`src/rtl/seq_det_sched.sv`:
```
// Two-requester round-robin frame scheduler for a shared serial sequence detector.
// Clears the detector, shifts the granted frame out MSB-first and counts z hits per frame.
module seq_det_sched #(
  parameter int FRAME_W = 8,
  parameter int CNT_W   = 4,
  parameter int DET_LAT = 1
) (
  input  logic               clk,
  input  logic               rst,
  input  logic               req0,
  input  logic               req1,
  input  logic [FRAME_W-1:0] data0,
  input  logic [FRAME_W-1:0] data1,
  output logic               gnt0,
  output logic               gnt1,
  output logic               det_w,
  output logic               det_rst,
  input  logic               det_z,
  output logic               busy,
  output logic               done,
  output logic               done_id,
  output logic [CNT_W-1:0]   hit_cnt,
  output logic [2:0]         dbg_state
);

  // Handshake: a requester holds reqN high with dataN stable; the frame is captured
  // on the IDLE edge that sees it, and gntN pulses in the following (CLR) cycle.
  typedef enum logic [2:0] {
    S_IDLE  = 3'd0,
    S_CLR   = 3'd1,
    S_SHIFT = 3'd2,
    S_DRAIN = 3'd3,
    S_DONE  = 3'd4
  } state_t;

  localparam int PW = $clog2(FRAME_W + DET_LAT + 1);
  localparam logic [PW-1:0]    LAST_SHIFT = PW'(FRAME_W - 1);
  localparam logic [PW-1:0]    LAST_DRAIN = PW'(DET_LAT - 1);
  localparam logic [PW-1:0]    FIRST_HIT  = PW'(DET_LAT);
  localparam logic [CNT_W-1:0] CNT_MAX    = '1;

  state_t             r_state;
  state_t             w_state_nxt;
  logic [PW-1:0]      r_idx;
  logic [FRAME_W-1:0] r_sr;
  logic               r_id;
  logic               r_last;
  logic [CNT_W-1:0]   r_cnt;
  logic [CNT_W-1:0]   r_hit_cnt;
  logic               r_done_id;
  logic               r_rst_q;

  logic               w_req_any;
  logic               w_pick1;
  logic               w_sample;
  logic [CNT_W-1:0]   w_cnt_nxt;

  assign w_req_any = req0 | req1;
  // With both requesting, the one not served last wins.
  assign w_pick1   = req1 & (~req0 | ~r_last);
  // z lags w by DET_LAT, so the window skips the first DET_LAT shift cycles and covers the drain.
  assign w_sample  = ((r_state == S_SHIFT) && (r_idx >= FIRST_HIT)) || (r_state == S_DRAIN);
  assign w_cnt_nxt = (w_sample && det_z && (r_cnt != CNT_MAX)) ? r_cnt + CNT_W'(1) : r_cnt;

  always_ff @(posedge clk) begin
    if (rst) r_state <= S_IDLE;
    else     r_state <= w_state_nxt;
  end

  always_comb begin
    w_state_nxt = r_state;
    case (r_state)
      S_IDLE:  if (w_req_any) w_state_nxt = S_CLR;
      S_CLR:   w_state_nxt = S_SHIFT;
      S_SHIFT: if (r_idx == LAST_SHIFT) w_state_nxt = S_DRAIN;
      S_DRAIN: if (r_idx == LAST_DRAIN) w_state_nxt = S_DONE;
      S_DONE:  w_state_nxt = S_IDLE;
      default: w_state_nxt = S_IDLE;
    endcase
  end

  always_ff @(posedge clk) begin
    if (rst) begin
      r_idx     <= '0;
      r_sr      <= '0;
      r_id      <= 1'b0;
      r_last    <= 1'b1;
      r_cnt     <= '0;
      r_hit_cnt <= '0;
      r_done_id <= 1'b0;
      r_rst_q   <= 1'b1;
    end else begin
      r_rst_q <= 1'b0;
      if (r_state != w_state_nxt) r_idx <= '0;
      else                        r_idx <= r_idx + PW'(1);
      case (r_state)
        S_IDLE: begin
          if (w_req_any) begin
            r_sr   <= w_pick1 ? data1 : data0;
            r_id   <= w_pick1;
            r_last <= w_pick1;
          end
        end
        S_CLR: r_cnt <= '0;
        S_SHIFT: begin
          r_sr  <= {r_sr[FRAME_W-2:0], 1'b0};
          r_cnt <= w_cnt_nxt;
        end
        S_DRAIN: begin
          r_cnt <= w_cnt_nxt;
          if (r_idx == LAST_DRAIN) begin
            r_hit_cnt <= w_cnt_nxt;
            r_done_id <= r_id;
          end
        end
        default: ;
      endcase
    end
  end

  // Detector reset is also held for the cycle after a scheduler reset.
  assign det_rst   = (r_state == S_CLR) | r_rst_q;
  assign det_w     = (r_state == S_SHIFT) & r_sr[FRAME_W-1];
  assign gnt0      = (r_state == S_CLR) & ~r_id;
  assign gnt1      = (r_state == S_CLR) &  r_id;
  assign busy      = (r_state != S_IDLE);
  assign done      = (r_state == S_DONE);
  assign done_id   = r_done_id;
  assign hit_cnt   = r_hit_cnt;
  assign dbg_state = r_state;

endmodule

```
`config.mk`:
```
export PLATFORM = sky130hd
export DESIGN_NAME = seq_det_sched
export DESIGN_NICKNAME = d
export VERILOG_FILES = /design/src/rtl/seq_det_sched.sv
export SDC_FILE = /design/constraint.sdc
export NUM_CORES = 1
export LEC_CHECK = 0
export BUFFER_PORTS_ARGS = -buffer_cell sky130_fd_sc_hd__buf_2
export CORE_MARGIN = 5
export CORE_UTILIZATION = 40
export DETAILED_ROUTE_END_ITERATION = 8
export PLACE_DENSITY = 0.64
export SLEW_MARGIN = 20
export SYNTH_ARGS = -nofsm -noshare
export SYNTH_HDL_FRONTEND = slang
export SYNTH_SLANG_ARGS = --single-unit
```
`constraint.sdc`:
```
create_clock -name clk -period 4.9 [get_ports clk]
set_clock_uncertainty 0.05 [all_clocks]
set_input_delay 0.49 -clock clk [delete_from_list [all_inputs] [get_ports clk]]
set_output_delay 0.49 -clock clk [all_outputs]
set_load 0.02 [all_outputs]
```
# [Word level (Yosys, flattened, before mapping)]
# Cells that the tools add are included.
[totals] reg_bits=27 input_bits=21 out_inout_bits=14 word_cells=54
[classes] add_sub_neg=2 n_lt_le_gt_ge=1 eq_ne=8 muxes=10 n_bitwise=10 reduce_logical=14
[op_table] op="$mux 8" n=2
[op_table] op="$pmux 8 s2" n=1
[op_table] op="$pmux 3 s4" n=1
[op_table] op="$mux 3" n=3
[op_table] op="$add 4x1->4 const B" n=2
[op_table] op="$pmux 4 s2" n=1
[op_table] op="$eq 3x2->1 const B" n=2
[op_table] op="$reduce_and 2->1" n=3
[op_table] op="$and 1x1->1" n=4
[op_table] op="$eq 4x3->1 const B" n=1
[op_table] op="$ge 4x1->1 const B" n=1
[op_table] op="$logic_not 4->1" n=1
[op_table] op="$mux 4" n=1
[op_table] op="$ne 4x4->1 const B" n=1
[op_table] op="$reduce_bool 2->1" n=2
[op_table] op="$reduce_or 2->1" n=2
[op_table] op="$eq 3x1->1 const B" n=1
[op_table] op="$eq 3x3->1 const B" n=1
[op_table] op="$logic_and 1x1->1" n=3
[op_table] op="$logic_not 3->1" n=1
[op_table] op="$ne 3x3->1" n=1
[op_table] op="$not 1->1" n=3
[op_table] op="$or 1x1->1" n=3
[op_table] op="$reduce_bool 3->1" n=1
[op_table] op="3 further kinds" n=3

# [Longest topological paths before layout]
[logic_depth] depth_word=7 ltp_mapped=6 ltp_nobuf=6

# [Worst setup path before layout]
# OpenSTA, ideal clock, no wires.
[synth_path] kind="reg2out" startpoint="register r_state[1] (netlist: dbg_state[1])" endpoint="output port det_w" arrival_ns=1.304 required_time_ns=4.360 path_slack_ns=3.056 path_stages_with_launch=4 n_path_buf=1 path_cell_list="dfxtp_1 -> nor3b_1 -> clkbuf_1 -> and2_1"
[synth_between] elab_chain_cells=2
[synth_rtl] item="from (decl)" line_no="42" source="state_t r_state;"
[synth_rtl] item="from (signal assigned)" line_no="67" source="else r_state <= w_state_nxt;"
[synth_rtl] item="$eq 3x2->1" line_no="123" source="assign det_w = (r_state == S_SHIFT) & r_sr[FRAME_W-1];"
[synth_rtl] item="$and 1x1->1" line_no="123"
[synth_rtl] item="to (decl)" line_no="16" source="output logic det_w,"
# No other way between the ends.

# [Worst setup path in the final report]
[layout_path] startpoint="register r_state[0] (netlist: dbg_state[0])" endpoint="output port gnt0"
[layout_between] elab_chain_cells=2
[layout_rtl] item="$eq 3x1->1" line_no="124" source="assign gnt0 = (r_state == S_CLR) & ~r_id;"
[layout_rtl] item="$and 1x1->1" line_no="124"
[layout_rtl] item="to (decl)" line_no="14" source="output logic gnt0,"
# No other way between the ends.

==> metrics.md <==
| Metric | Value |
|---|---|
| Status | finished, final reports clean |
| FF-to-FF End | r_idx[3]$_SDFF_PP0_ |
| Tot Pwr | about 470 µW |
| Worst EP arrival | between 1.5 and 2 ns |
| Core area | about 0.0034 mm² |
| Antenna Nets Post-Route | 0 |
| Worst-skew pair later-pin latency | about 0.33 ns |
| Gr usage total | 0.126 |
| Crit-path max cell delay | ~0.51 ns |
| DRC Markers | 0 |
| Worst min path class | in -> reg |
| Ys flop type | dfxtp_1 |
| Crit path from | dbg_state[0]$_SDFF_PP0_ |
| Clk buf depth | 2 |
| Mapped Area | 0.00140 mm² |
| Final Core Density | 0.482 |
| Largest net degree at the start of global routing | 29 |
| Place WS | between 2 and 3 ns |
| Routed len/inst | approximately 13 µm |
| Tmin final | roughly 2.1 ns |
| Root buffer cell | clkbuf_4 |
| Final Hold Fails | 0 |
| Detailed Route Iter0 Violations | 86 |
| Worst Tran Pin Value | 0.589 ns |
| Total iterations of the first detailed-routing run | 4 |
| Final std cells w/o fill | approximately 230 |
| Seq/Total Area, Yosys | 0.387 |
| Netlist cell types | 43 |
| Cell Pwr Density | 289 mW/mm² |
| Worst hold stages | 3 |
| Post-CTS setup buffers | 0 |
| WHS Endpoint | r_last$_SDFFE_PP1P_ |
| RSZ-0062 raised after global routing | false |
| CTS tree | yes |
| Total Wirelength | around 2.9 mm |
| Max VDD drop | 198 µV |
| Dpl hpwl | between 2 and 2.5 mm |
| Via density | 5.16 |
| Rel. slew slack | 0.604 |
| Leak Pwr | roughly 0.00067 µW |
| Inst Count DP | 228 |
| Synth warn | 0 |
| Vias in the first global route | between 1,000 and 1,500 |
| Worst r2r src | dbg_state[0]$_SDFF_PP0_ |
| Syn avg cell area | about 9 µm² |
| Setup crit start kind | flip-flop |
| Post-Syn Instances | around 160 |
| Fmax | between 400 and 500 MHz |
| Die height | slightly below 70 µm |
| Required @ worst endpoint | around 4.4 ns |
| Hold path start | req1 |
| Diode count | 0 |
| IO Pins | 35 |
| CTS Hold Bufs | 0 |
| First-pass GRT wire length | between 5 and 6 mm |
| Setup violators final | 0 |
| Crit path max fanout | 11 |
| Async S/R FF share, synth | 0 |
| Most common cell after layout, fill and taps aside | buf_2 |
| Die footprint | approximately 0.0048 mm² |
| Critical path endpoint category | primary output |
| Syn Nets | 181 |
| Port buffer count | 34 |
| Synthesized flop and latch total | 27 |
| Worst-path clk slew | 0.13 ns |
| Grt ovf | 0 |
| Reg2reg path depth | 4 |
| Layout net count | ~210 |
| Die Width | between 60 and 70 µm |
| CTS H-Tree Depth | 1 |
| Post-synth EDFFs | 0 |
| Tcrit/Tclk final | 0.434 |
| GP Congestion | 0.774 |
| Via Count | between 1,000 and 1,500 |
| Initial Util | 0.415 |
| Kind of critical path | reg -> out |
| Share of layout cells above drive strength 1 | 0.280 |
| Row cnt | 21 |
| Clock sink total | 27 |
| Most frequent cells in the layout | 34 x buf_2, 27 x dfxtp_1, 13 x nand2_1 |
| Initial antenna violation count | 0 |
| Area Overhead vs Synth | 16.1% |
| # Max-Cap Violations | 0 |
| Final Slew Violations | 0 |
| Reg2Reg Setup Slack | ~2.9 ns |
| TNS Setup | 0 ns |
| CTS resizes | 0 |
| CTS buffer count | 3 |
| CP max-delay cell | dfxtp_1 |
| Setup ws final | around 2.8 ns |
| Cell-by-cell trace of the critical path | nor3b_1, nor2b_1, buf_2 |
worst max-delay path by stage:
stage,to
after floorplan,det_w
after global placement,r_idx[2]$_SDFF_PP0_
after detailed placement,r_idx[3]$_SDFF_PP0_
after CTS,gnt0
after global routing,gnt1
final,gnt0
logic make-up after synthesis:
group	Yosys count	synth area share
AND/OR/NAND/NOR	58	0.231
AO/OA/AOI/OAI	39	0.203
flip-flops	27	0.387
buffers and inverters	13	0.0430
multiplexers	10	0.0726
adder cells (fa/ha/maj)	5	0.0448
XOR/XNOR	3	0.0188
routing by layer:
metal / track usage / up-vias / wire [µm]
li1: - / 628 / -
met2: 0.216 / 23 / 1400
met3: 0.0349 / 4 / 136
met1: 0.152 / 541 / 1330
met5: 0 / - / 0
met4: 0.0390 / 0 / 39
critical path, delay by kind of cell (launching register included):
kind / cells / cell delay, ns
buffers and inverters: 1 / 0.17
DFF: 1 / 0.51
and+or+nand+nor: 2 / 0.58
stage by stage:
stage,cell area (µm²),hold WS (ns)
finish,1620,0.400
global route,1620,0.423
CTS,1620,0.384
detailed placement,1590,0.401
global placement,1590,0.393
floorplan,1400,0.382
synth_stat cells (4+ instances only):
master     count  area share
nor3_1         5       0.018
nand2_1       13       0.035
clkbuf_1       5       0.013
nand3_1        6       0.022
dfxtp_1       27        0.39
nor2_1        10       0.027
a2bb2oi_1      7       0.044
nor2b_1        4       0.018
a311oi_1       4       0.025
inv_1          4       0.011
ha_1           5       0.045
mux2i_1        9       0.065
a21oi_1       12       0.043
report_power, final:
group	leakage (µW)	internal (µW)	total (µW)	switching, µW
combinational	0.000429	54.4	123	68.7
sequential	0.000221	236	250	13.9
clock	0.0000177	30.7	94.5	63.8
total	0.000667	321	468	146
flip-flops by register name, summed over array words and instances (netlist names):
signal / flops
r_id: 1
done_id: 1
r_cnt: 4
r_last: 1
hit_cnt: 4
r_idx: 4
dbg_state: 3
r_rst_q: 1
r_sr: 8
final cells by class:
| type | instances | area (µm²) |
|---|---|---|
| fillers | 364 | 1740 |
| multi-input cells | 115 | 795 |
| flip-flops and latches | 27 | 541 |
| repair buffers | 36 | 185 |
| well taps | 46 | 57.6 |
| clock buffers | 3 | 22.5 |
| inverters | 4 | 15.0 |
| clock inverters | 1 | 5.00 |
Note: power is estimated with default switching activity, not from simulation.
